## config.mk

```make
export PLATFORM = sky130hd
export DESIGN_NAME = request_issuer
export DESIGN_NICKNAME = d
export VERILOG_FILES = /design/src/rtl/request_issuer_pkg.sv /design/src/rtl/request_issuer_id_alloc.sv /design/src/rtl/request_issuer.sv
export SDC_FILE = /design/constraint.sdc
export NUM_CORES = 1
export LEC_CHECK = 0
export ABC_AREA = 1
export BUFFER_PORTS_ARGS = -buffer_cell sky130_fd_sc_hd__buf_4
export CAP_MARGIN = 20
export CORE_UTILIZATION = 40
export CTS_BUF_LIST = sky130_fd_sc_hd__clkbuf_4 sky130_fd_sc_hd__clkbuf_8
export DETAILED_ROUTE_END_ITERATION = 10
export GPL_TIMING_DRIVEN = 1
export MAX_ROUTING_LAYER = met4
export PLACE_DENSITY = 0.66
export SLEW_MARGIN = 10
export SYNTH_ARGS = -nofsm -noshare
export SYNTH_HDL_FRONTEND = slang
export SYNTH_HIERARCHICAL = 1
export SYNTH_SLANG_ARGS = --single-unit
```

## constraint.sdc

```tcl
create_clock -name clk -period 2.45 [get_ports clk]
set_input_delay 0.49 -clock clk [delete_from_list [all_inputs] [get_ports clk]]
set_output_delay 0.49 -clock clk [all_outputs]
set_load 0.005 [all_outputs]
```

## src/rtl/request_issuer_pkg.sv

```systemverilog
// request_issuer_pkg: shared types, widths and helpers for request_issuer.
//   ADDR_W / ID_W   : taken from `ADDRESS_WIDTH / `ID_WIDTH (normally defines.vh)
//   NUM_IDS         : size of the transaction ID space
//   STATUS_*_BIT    : issuer-status field layout for CSR export
//   lowest_free()   : priority encoder returning the lowest non-busy ID
// Optional feature macro used by the block: REQUEST_ISSUER_TIMEOUT_EN.
`ifndef ADDRESS_WIDTH
`define ADDRESS_WIDTH 32
`endif
`ifndef ID_WIDTH
`define ID_WIDTH 3
`endif

package request_issuer_pkg;
    localparam int unsigned ADDR_W  = `ADDRESS_WIDTH;
    localparam int unsigned ID_W    = `ID_WIDTH;
    localparam int unsigned NUM_IDS = 1 << ID_W;

    localparam int unsigned STATUS_ERR_CPL_BIT     = 0;
    localparam int unsigned STATUS_ERR_TIMEOUT_BIT = 1;

    typedef logic [ID_W-1:0]    id_t;
    typedef logic [NUM_IDS-1:0] id_mask_t;

    typedef struct packed {
        logic found;
        id_t  id;
    } alloc_t;

    // Scan from the top down so the lowest free index is the last one written.
    function automatic alloc_t lowest_free(input id_mask_t busy);
        alloc_t r;
        r.found = 1'b0;
        r.id    = '0;
        for (int unsigned i = NUM_IDS; i > 0; i--) begin
            if (!busy[i-1]) begin
                r.found = 1'b1;
                r.id    = id_t'(i - 1);
            end
        end
        return r;
    endfunction
endpackage

```

## src/rtl/request_issuer_id_alloc.sv

```systemverilog
// request_issuer_id_alloc: transaction ID bookkeeping.
//   clk, reset   : clock, synchronous active-high reset
//   alloc_en     : take alloc_id this cycle (marks it busy)
//   cpl_valid/id : completion strobe and ID; clears busy if the ID is in flight
//   free_avail   : at least one ID is not busy
//   alloc_id     : lowest non-busy ID from the registered busy vector
//   outstanding  : number of busy IDs
//   cpl_bad      : completion this cycle names an ID that is not busy
`ifndef ADDRESS_WIDTH
`define ADDRESS_WIDTH 32
`endif
`ifndef ID_WIDTH
`define ID_WIDTH 3
`endif

module request_issuer_id_alloc
    import request_issuer_pkg::*;
#(
    parameter int unsigned MAX_OUTSTANDING = 8,
    parameter int unsigned CNT_W           = $clog2(MAX_OUTSTANDING + 1)
) (
    input  logic             clk,
    input  logic             reset,
    input  logic             alloc_en,
    input  logic             cpl_valid,
    input  id_t              cpl_id,
    output logic             free_avail,
    output id_t              alloc_id,
    output logic [CNT_W-1:0] outstanding,
    output logic             cpl_bad
);
    id_mask_t busy;
    id_mask_t set_mask;
    id_mask_t clr_mask;
    alloc_t   pick;
    logic     cpl_hit;

    assign pick       = lowest_free(busy);
    assign free_avail = pick.found;
    assign alloc_id   = pick.id;
    assign cpl_hit    = cpl_valid & busy[cpl_id];
    assign cpl_bad    = cpl_valid & ~busy[cpl_id];

    // The allocated ID is never busy and a hit completion always is, so the
    // set and clear masks can never target the same bit.
    always_comb begin
        set_mask = '0;
        clr_mask = '0;
        if (alloc_en) set_mask[alloc_id] = 1'b1;
        if (cpl_hit)  clr_mask[cpl_id]   = 1'b1;
    end

    always_ff @(posedge clk) begin
        if (reset) begin
            busy        <= '0;
            outstanding <= '0;
        end else begin
            busy <= (busy | set_mask) & ~clr_mask;
            unique case ({alloc_en, cpl_hit})
                2'b10:   outstanding <= outstanding + CNT_W'(1);
                2'b01:   outstanding <= outstanding - CNT_W'(1);
                default: outstanding <= outstanding;
            endcase
        end
    end
endmodule

```

## src/rtl/request_issuer.sv

```systemverilog
// request_issuer: head-of-pipeline initiator. Tags client commands with a free
// transaction ID, drives them through a single output register that honours
// the pipeline stall, and retires completion IDs from the pipeline tail.
//   clk, reset             : clock, synchronous active-high reset
//   cmd_address/valid/ready: client command handshake
//   out_address/id/valid   : request into the pipeline; transfer when !in_stall
//   in_stall               : pipeline backpressure
//   cpl_id/cpl_valid       : completion return, always accepted
//   outstanding            : IDs allocated and not yet completed
//   err_cpl                : sticky, completion for a non-busy ID
//   err_timeout            : sticky watchdog flag
// Optional feature: define REQUEST_ISSUER_TIMEOUT_EN to build the watchdog;
// otherwise err_timeout is tied 0.
`ifndef ADDRESS_WIDTH
`define ADDRESS_WIDTH 32
`endif
`ifndef ID_WIDTH
`define ID_WIDTH 3
`endif

module request_issuer
    import request_issuer_pkg::*;
#(
    parameter int unsigned MAX_OUTSTANDING = 8,
    parameter int unsigned TIMEOUT_CYCLES  = 1024
) (
    input  logic                                 clk,
    input  logic                                 reset,
    input  logic [`ADDRESS_WIDTH-1:0]            cmd_address,
    input  logic                                 cmd_valid,
    output logic                                 cmd_ready,
    output logic [`ADDRESS_WIDTH-1:0]            out_address,
    output logic [`ID_WIDTH-1:0]                 out_id,
    output logic                                 out_valid,
    input  logic                                 in_stall,
    input  logic [`ID_WIDTH-1:0]                 cpl_id,
    input  logic                                 cpl_valid,
    output logic [$clog2(MAX_OUTSTANDING+1)-1:0] outstanding,
    output logic                                 err_cpl,
    output logic                                 err_timeout
);
    localparam int unsigned CNT_W = $clog2(MAX_OUTSTANDING + 1);

    if (MAX_OUTSTANDING < 1 || MAX_OUTSTANDING > NUM_IDS || TIMEOUT_CYCLES < 1) begin : g_bad_param
        $error("request_issuer: invalid MAX_OUTSTANDING or TIMEOUT_CYCLES");
    end

    logic can_load;
    logic accept;
    logic free_avail;
    id_t  alloc_id;
    logic cpl_bad;

    assign can_load  = ~out_valid | ~in_stall;
    assign cmd_ready = can_load & free_avail & (outstanding < CNT_W'(MAX_OUTSTANDING));
    assign accept    = cmd_valid & cmd_ready;

    request_issuer_id_alloc #(
        .MAX_OUTSTANDING(MAX_OUTSTANDING),
        .CNT_W          (CNT_W)
    ) u_id_alloc (
        .clk        (clk),
        .reset      (reset),
        .alloc_en   (accept),
        .cpl_valid  (cpl_valid),
        .cpl_id     (cpl_id),
        .free_avail (free_avail),
        .alloc_id   (alloc_id),
        .outstanding(outstanding),
        .cpl_bad    (cpl_bad)
    );

    // Address and ID only move on a new load; an emptied register keeps them.
    always_ff @(posedge clk) begin
        if (reset) begin
            out_valid   <= 1'b0;
            out_address <= '0;
            out_id      <= '0;
        end else if (can_load) begin
            if (accept) begin
                out_address <= cmd_address;
                out_id      <= alloc_id;
                out_valid   <= 1'b1;
            end else begin
                out_valid   <= 1'b0;
            end
        end
    end

    always_ff @(posedge clk) begin
        if (reset) err_cpl <= 1'b0;
        else if (cpl_bad) err_cpl <= 1'b1;
    end

`ifdef REQUEST_ISSUER_TIMEOUT_EN
    localparam int unsigned WD_W = $clog2(TIMEOUT_CYCLES + 1);

    logic [WD_W-1:0] wd_cnt;
    logic [WD_W-1:0] wd_next;

    always_comb begin
        wd_next = wd_cnt;
        if (cpl_valid || outstanding == '0) wd_next = '0;
        else if (wd_cnt != WD_W'(TIMEOUT_CYCLES)) wd_next = wd_cnt + WD_W'(1);
    end

    // Flag on the cycle the count reaches the threshold, then saturate.
    always_ff @(posedge clk) begin
        if (reset) begin
            wd_cnt      <= '0;
            err_timeout <= 1'b0;
        end else begin
            wd_cnt <= wd_next;
            if (wd_next == WD_W'(TIMEOUT_CYCLES)) err_timeout <= 1'b1;
        end
    end
`else
    assign err_timeout = 1'b0;
`endif
endmodule

```

==> metrics.md, run 1 <==
| Metric | Value |
|---|---|
| Final nets | 575 |
| Post-detail-place hpwl | 4720 um |
| Routed WL | 6700 um |
| Hold Vio Cnt, Final | 0 |
| DR WL/cell | 10.7 um |
| CTS Buf Count | 5 |
| Area of the multi-input gates | 1230 um2 |
| Drc violations | 0 |
| Total Routing Usage GR | 18.7% |
| Setup Total Neg Slack | 0 ns |
| Iter 0 DRT Violations | 121 |
| EDFF count, synth | 0 |
| Post-synth net total | 501 |
| Flops & latches, synth | 49 |
| Storage element area | 981 um2 |
| CTS tree | built |
| Share of cells above drive strength 1 | 21.8% |
| Placer Congestion | 0.877 |
| Synth warnings | 6 |
| Setup CP Type | reg2reg |
| P_leak | 0.00215 uW |
| Clock Latency Late Sink | 0.29 ns |
| Initial antenna violation count | 0 |
| RSZ-0062 raised after global routing | false |
| Synth top area cells | dfxtp_1 34%, inv_1 17%, nand2_1 13% |
| Post-DR vias/cell | 4.46 |
| Setup-failing EPs final | 0 |
| Final Skew | 0.00622 ns |
| Max layer used | met4 |
| Vias in the first global route | 2467 |
| Routed wl met2 | 3260 um |
| ANT cells | 0 |
| Worst-Margin Slew | 0.963 ns |
| Total placed cells including tap cells | 620 |
| Combinational share of power | 22.7% |
| Period minus WS final | 2.27 ns |
| Chip Width | 86.7 um |
| WP buf/inv | 2 |
| Commonest cells post-synth | 133 x inv_1, 102 x nand2_1, 54 x nor2_1 |
| Rows | 30 |
| Crit path max-delay family | simple AND/OR/NAND/NOR gates |
| Clk pwr share | 31.0% |
| Relative slew margins | 35.4% |
| CP max-delay cell | dfxtp_1 |
| Pre-Repair DR Iteration Count | 4 |
| Kind of start point of the critical path | register |
| Most frequent cell after synthesis | inv_1 |
| Final non-filler cell total | 628 |
| Slowest Stage Delay on Critical Path | 0.40 ns |
| Gate count after technology mapping | 457 |
| Async set or reset register ratio after synthesis | 0% |
| Initial core utilization | 41.8% |
| Clock root buffer | clkbuf_8 |
| F_max | 0.440 GHz |
| Most frequent CP cell | nand2_1 |
| Switching pwr | 525 uW |
| Status | completed |
| Via total after detailed routing | 2801 |
| Worst EP required | 2.63 ns |
| Cell-by-cell listing of the critical path | nand2_1 -> nor2_2 -> nand2_1 -> nand4_4 -> inv_1 -> inv_1 -> ha_1 -> ha_1 -> a21oi_1 -> nand3_1 -> nand2_1 -> nor2_1 -> o21ai_0 -> a21oi_1 |
| Reg2reg setup slack | 0.18 ns |
| Cell taking the most area after synthesis | dfxtp_1 |
| CP endpoint kind | register |
| Grt total ovfl | 0 |
| Hold Path Class | in2reg |
| Peak supply drop | 0.000260 V |
| Htree depth | 2 |
| Largest net degree at the start of global routing | 38 |
| CORE AREA | 6870 um2 |
| Fill count | 714 |
| Switching share of total power | 27.1% |
| Clock sink total | 49 |
| Clock Pin Slew Worst Setup and Hold Paths | 0.09 ns |
| Max-slew violations | 0 |
| WL met1 | 3090 um |
| Max cap viols | 0 |
| Synthesized cell area | 2870 um2 |
| Remaining antenna violation count | 0 |
| Port-buffer cells | 81 |
| Fin crit share | 92.7% |
| Count of cell types in the netlist | 29 |
| Final Cell Area | 3630 um2 |
| First-pass GRT wire length | 10900 um |
| Placed cell area | 3500 um2 |
| Area growth from synthesis to layout | 26.4% |
| Met3 wire length | 276 um |
| Post-synth top area share | 34.2% |
| Crit path DAT | 2.45 ns |
| Setup bufs post-CTS | 0 |
| Mean Syn Cell Area | 6.28 um2 |
| Number of I/O pins | 83 |
| Max Buffers Root-to-Sink | 2 |
| Ys flop type | dfxtp_1 |
| Die area | 7520 um2 |
| CP max FO | 4 |
| Die boundary height | 86.7 um |
| Pwr dens | 535 nW/um2 |
| Reg power frac | 46.3% |
| Int Pwr | 1410 uW |
| Post-synthesis sequential area ratio | 34.2% |
[cells by family after synthesis]
family                   after synthesis  synth area share [%]
adder cells (fa/ha/maj)                4                  2.01
buffers and inverters                159                  23.1
AO/OA/AOI/OAI                         17                  3.18
AND/OR/NAND/NOR                      226                  37.1
other                                  1                 0.131
flip-flops                            49                  34.2
XOR/XNOR                               1                 0.305
[flip-flops by register name, indices dropped and copies added, names as in the netlist]
register and flops:
err_cpl 1, out_address 32, out_id 3, out_valid 1, u_id_alloc/busy 8, u_id_alloc/outstanding 4
[worst register-to-register path, stage by stage (launching register included)]
cell,delay [ns]
dfxtp_1,0.40
nand2_1,0.11
nor2_2,0.15
nand2_1,0.14
nand4_4,0.13
inv_1,0.07
inv_1,0.10
ha_1,0.20
ha_1,0.28
a21oi_1,0.21
nand3_1,0.09
nand2_1,0.06
nor2_1,0.04
o21ai_0,0.13
a21oi_1,0.05
[area by class of cell]
cell class	count	area share, %
clock buffers	7	2.48
inverters	138	14.3
flip-flops and latches	49	27.0
well taps	96	3.31
multi-input cells	249	33.8
clock inverters	1	0.828
repair buffers	88	18.2
[cell usage in the layout, fill, tap and decap left out]
| master | synthesis | layout |
|---|---|---|
| nand3_1 | 10 | 10 |
| fa_1 | 1 | 1 |
| a21oi_1 | 11 | 11 |
| buf_4 | 4 | 88 |
| nand4_2 | 1 | 1 |
| nor2_2 | 3 | 4 |
| inv_2 | 3 | 3 |
| clkbuf_8 | 0 | 6 |
| nand4_4 | 1 | 1 |
| nand4_1 | 40 | 40 |
| o21bai_1 | 1 | 1 |
| bufinv_16 | 0 | 1 |
| nand3_2 | 6 | 6 |
| nor2_4 | 2 | 2 |
| dfxtp_1 | 49 | 49 |
| nand2_1 | 102 | 102 |
| nor2_1 | 54 | 53 |
| ha_1 | 3 | 3 |
| clkinv_1 | 2 | 2 |
| inv_1 | 133 | 133 |
| conb_1 | 1 | 1 |
| xnor2_1 | 1 | 1 |
| nor3_1 | 5 | 5 |
| o21ai_0 | 4 | 4 |
| nand2_2 | 1 | 1 |
| nand2_4 | 1 | 1 |
| clkbuf_4 | 0 | 1 |
| o21ai_2 | 1 | 1 |
[metal layers]
metal	vias up	track usage (%)
met5	-	-
met4	0	5.30
li1	1492	-
met1	1240	22.7
met2	63	32.0
met3	6	3.05
[metrics by stage]
stage	setup WS [ns]	utilization, %	hold slack (ns)	total power, uW
2_1_floorplan	0.165	-	0.463	1170
3_3_place_gp	0.129	51.0	0.458	1350
3_5_place_dp	0.0424	51.0	0.481	1360
4_1_cts	0.174	52.8	0.393	1970
5_1_grt	0.0109	52.8	0.393	2060
6_report	0.180	52.8	0.403	1940
[worst paths after layout]
kind / from / to / depth (start not counted)
setup / recovery: u_id_alloc/busy[2] / u_id_alloc/outstanding[3] / 14
hold / removal: reset / out_valid / 2
setup reg to reg: u_id_alloc/busy[2] / u_id_alloc/outstanding[3] / 14
hold reg to reg: out_address[2] / out_address[2] / 4
[repair_timing]
| item | in CTS | in global routing |
|---|---|---|
| setup endpoints to repair | 0 | 1 |
| resized for setup | 0 | 1 |
| hold buffers | 0 | 0 |
[power by group through the flow]
| stage | Sequential, uW | Clock [uW] | Combinational [uW] |
|---|---|---|---|
| CTS | 898 | 624 | 445 |
| detailed placement | 916 | 0 | 443 |
| global placement | 914 | 0 | 435 |
| global route | 906 | 653 | 502 |
| floorplan | 919 | 0 | 254 |
| finish | 897 | 602 | 440 |
Note: power is estimated with default switching activity, not from simulation.
==> inputs of run 2 (changes only) <==
==> constraint.sdc (replaced) <==
create_clock -name clk -period 2.45 [get_ports clk]
set_input_delay 0.1225 -clock clk [delete_from_list [all_inputs] [get_ports clk]]
set_output_delay 0.1225 -clock clk [all_outputs]
set_load 0.005 [all_outputs]
==> metrics.md, run 2 (synthesis gave the netlist of run 1 again) <==
| Metric | Value |
|---|---|
| Crit Reg-Reg Endpoint | u_id_alloc/outstanding[3] |
| Pre-Repair DR Iteration Count | 4 |
| Crit path launch | u_id_alloc/busy[4] |
| GR Util met3 | 3.71% |
| Number of flip-flops in the largest register | 32 |
| Met1 GRT Util | 22.6% |
| Placer Congestion | 0.852 |
| Max-slew violations | 0 |
| ANT cells | 0 |
| Initial antenna violation count | 0 |
| Relative slew margins | 32.5% |
| Period minus WS final | 2.24 ns |
| Largest registers | out_address: 32 flops, u_id_alloc/busy: 8 flops, u_id_alloc/outstanding: 4 flops |
| Initial core utilization | 41.8% |
| Peak supply drop | 0.000283 V |
| Crit path DAT | 2.42 ns |
| Post-detail-place hpwl | 4620 um |
| Total Routing Usage GR | 19.3% |
| Vias in the first global route | 2623 |
| Combinational share of power | 22.6% |
| Clk pwr share | 31.3% |
| Clock Pin Slew Worst Setup and Hold Paths | 0.09 ns |
| CORE AREA | 6870 um2 |
| Commonest cells after routing, fill and taps aside | 133 x inv_1, 102 x nand2_1, 85 x buf_4 |
| Rows | 30 |
| Routed WL | 6670 um |
| CP endpoint kind | register |
| Die boundary height | 86.7 um |
| F_max | 0.446 GHz |
| RSZ-0062 raised after global routing | false |
| Chip Width | 86.7 um |
| Hold Vio Cnt, Final | 0 |
| Worst-Margin Slew | 1.01 ns |
| Drc violations | 0 |
| Switching share of total power | 28.0% |
| Grt total ovfl | 0 |
| Clock Latency Late Sink | 0.30 ns |
| Setup CP Type | reg2reg |
| Number of I/O pins | 83 |
| CP max FO | 5 |
| Final setup margin | 0.208 ns |
| Worst r2r path cells | 14 |
| Max Buffers Root-to-Sink | 2 |
| Final Skew | 0.00830 ns |
| Met2 usage in global routing | 33.3% |
| Final nets | 572 |
| Critical R2R Launch | u_id_alloc/busy[4] |
| Placement Setup Slack | 0.186 ns |
| Setup bufs post-CTS | 0 |
| Reg2reg setup slack | 0.21 ns |
| Hold wc startpoint | reset |
| Worst EP required | 2.63 ns |
| Fin crit share | 91.5% |
| Setup Total Neg Slack | 0 ns |
| Cells on Worst Hold Path | 2 |
| DR WL/cell | 10.7 um |
| Clock root buffer | clkbuf_8 |
| Port-buffer cells | 81 |
| Int Pwr | 1400 uW |
| Setup-failing EPs final | 0 |
| Max cap viols | 0 |
| First-pass GRT wire length | 11400 um |
| Hold Path Class | in2reg |
| Most common cell after layout, fill and taps aside | inv_1 |
| Switching pwr | 545 uW |
| Busiest grt layer | met2 |
| Post-DR vias/cell | 4.45 |
| Most flop-heavy register | out_address |
| Largest net degree at the start of global routing | 38 |
| Hold Path Sink | err_cpl |
| P_leak | 0.00213 uW |
| CTS tree | built |
| Total placed cells including tap cells | 617 |
| Iter 0 DRT Violations | 115 |
| Via total after detailed routing | 2779 |
| Remaining antenna violation count | 0 |
| Kind of start point of the critical path | register |
| Htree depth | 2 |
| Clock sink total | 49 |
| Pwr dens | 539 nW/um2 |
| Worst hold margin | 0.0385 ns |
| Die area | 7520 um2 |
| Final non-filler cell total | 625 |
| Area growth from synthesis to layout | 25.8% |
| CTS Buf Count | 5 |
| Fill count | 705 |
| Reg power frac | 46.1% |
| Share of cells above drive strength 1 | 21.6% |
| Status | completed |
[run 2: cell types whose count changed in the layout (fill, tap and decap cells not counted)]
cell	before	now
a21oi_2	0	1
clkbuf_4	1	0
clkinvlp_4	0	1
a21oi_1	11	10
buf_4	88	85
[run 2: cell type report]
cell class	instances	area [um2]	share of cell area (%)
Timing Repair Buffer	85	638	17.7
Multi-Input combinational cell	249	1230	34.1
Tap cell	96	120	3.33
Clock inverter	2	37.5	1.04
Sequential cell	49	981	27.2
Inverter	138	518	14.4
Clock buffer	6	82.6	2.29
[run 2: timing repair]
action / 4_1_cts / 5_1_grt
hold buffers: 0 / 0
setup endpoints to repair: 0 / 2
resized for setup: 0 / 2
[run 2: worst max-delay path, cell delays in order (launching register included)]
cell     delay [ns]
dfxtp_1        0.36
nand4_1        0.15
inv_1          0.05
nand2_1        0.14
nand4_4        0.12
inv_1          0.10
inv_1          0.07
ha_1           0.23
ha_1           0.34
a21oi_2        0.17
nand3_1        0.08
nand2_1        0.06
nor2_1         0.05
o21ai_0        0.16
a21oi_1        0.05
[run 2: how the worst max path moves through the flow]
stage	slack (ns)	endpoint
final	0.21	u_id_alloc/outstanding[3]
after detailed placement	0.19	u_id_alloc/outstanding[3]
after floorplan	0.17	u_id_alloc/outstanding[3]
after CTS	0.16	u_id_alloc/outstanding[3]
after global routing	0.006	u_id_alloc/outstanding[3]
after global placement	0.29	u_id_alloc/outstanding[3]
[run 2: layer usage]
layer	part of all wire, %	vias to the layer above
li1	-	1491
met3	3.9	8
met1	46	1220
met2	48	60
met5	0	-
met4	1.4	0
[run 2: power groups by stage]
stage	clock (uW)	combinational [uW]	sequential, uW
after floorplan	0	254	919
after global placement	0	435	915
after detailed placement	0	441	916
after CTS	633	443	898
after global routing	662	505	906
final	608	440	898
[run 2: stage by stage]
| stage | total power (uW) | area [um2] | utilization [%] |
|---|---|---|---|
| finish | 1950 | 3610 | 52.5 |
| global route | 2070 | 3610 | 52.5 |
| CTS | 1970 | 3600 | 52.4 |
| detailed placement | 1360 | 3480 | 50.7 |
| global placement | 1350 | 3480 | 50.7 |
| floorplan | 1170 | 2870 | - |
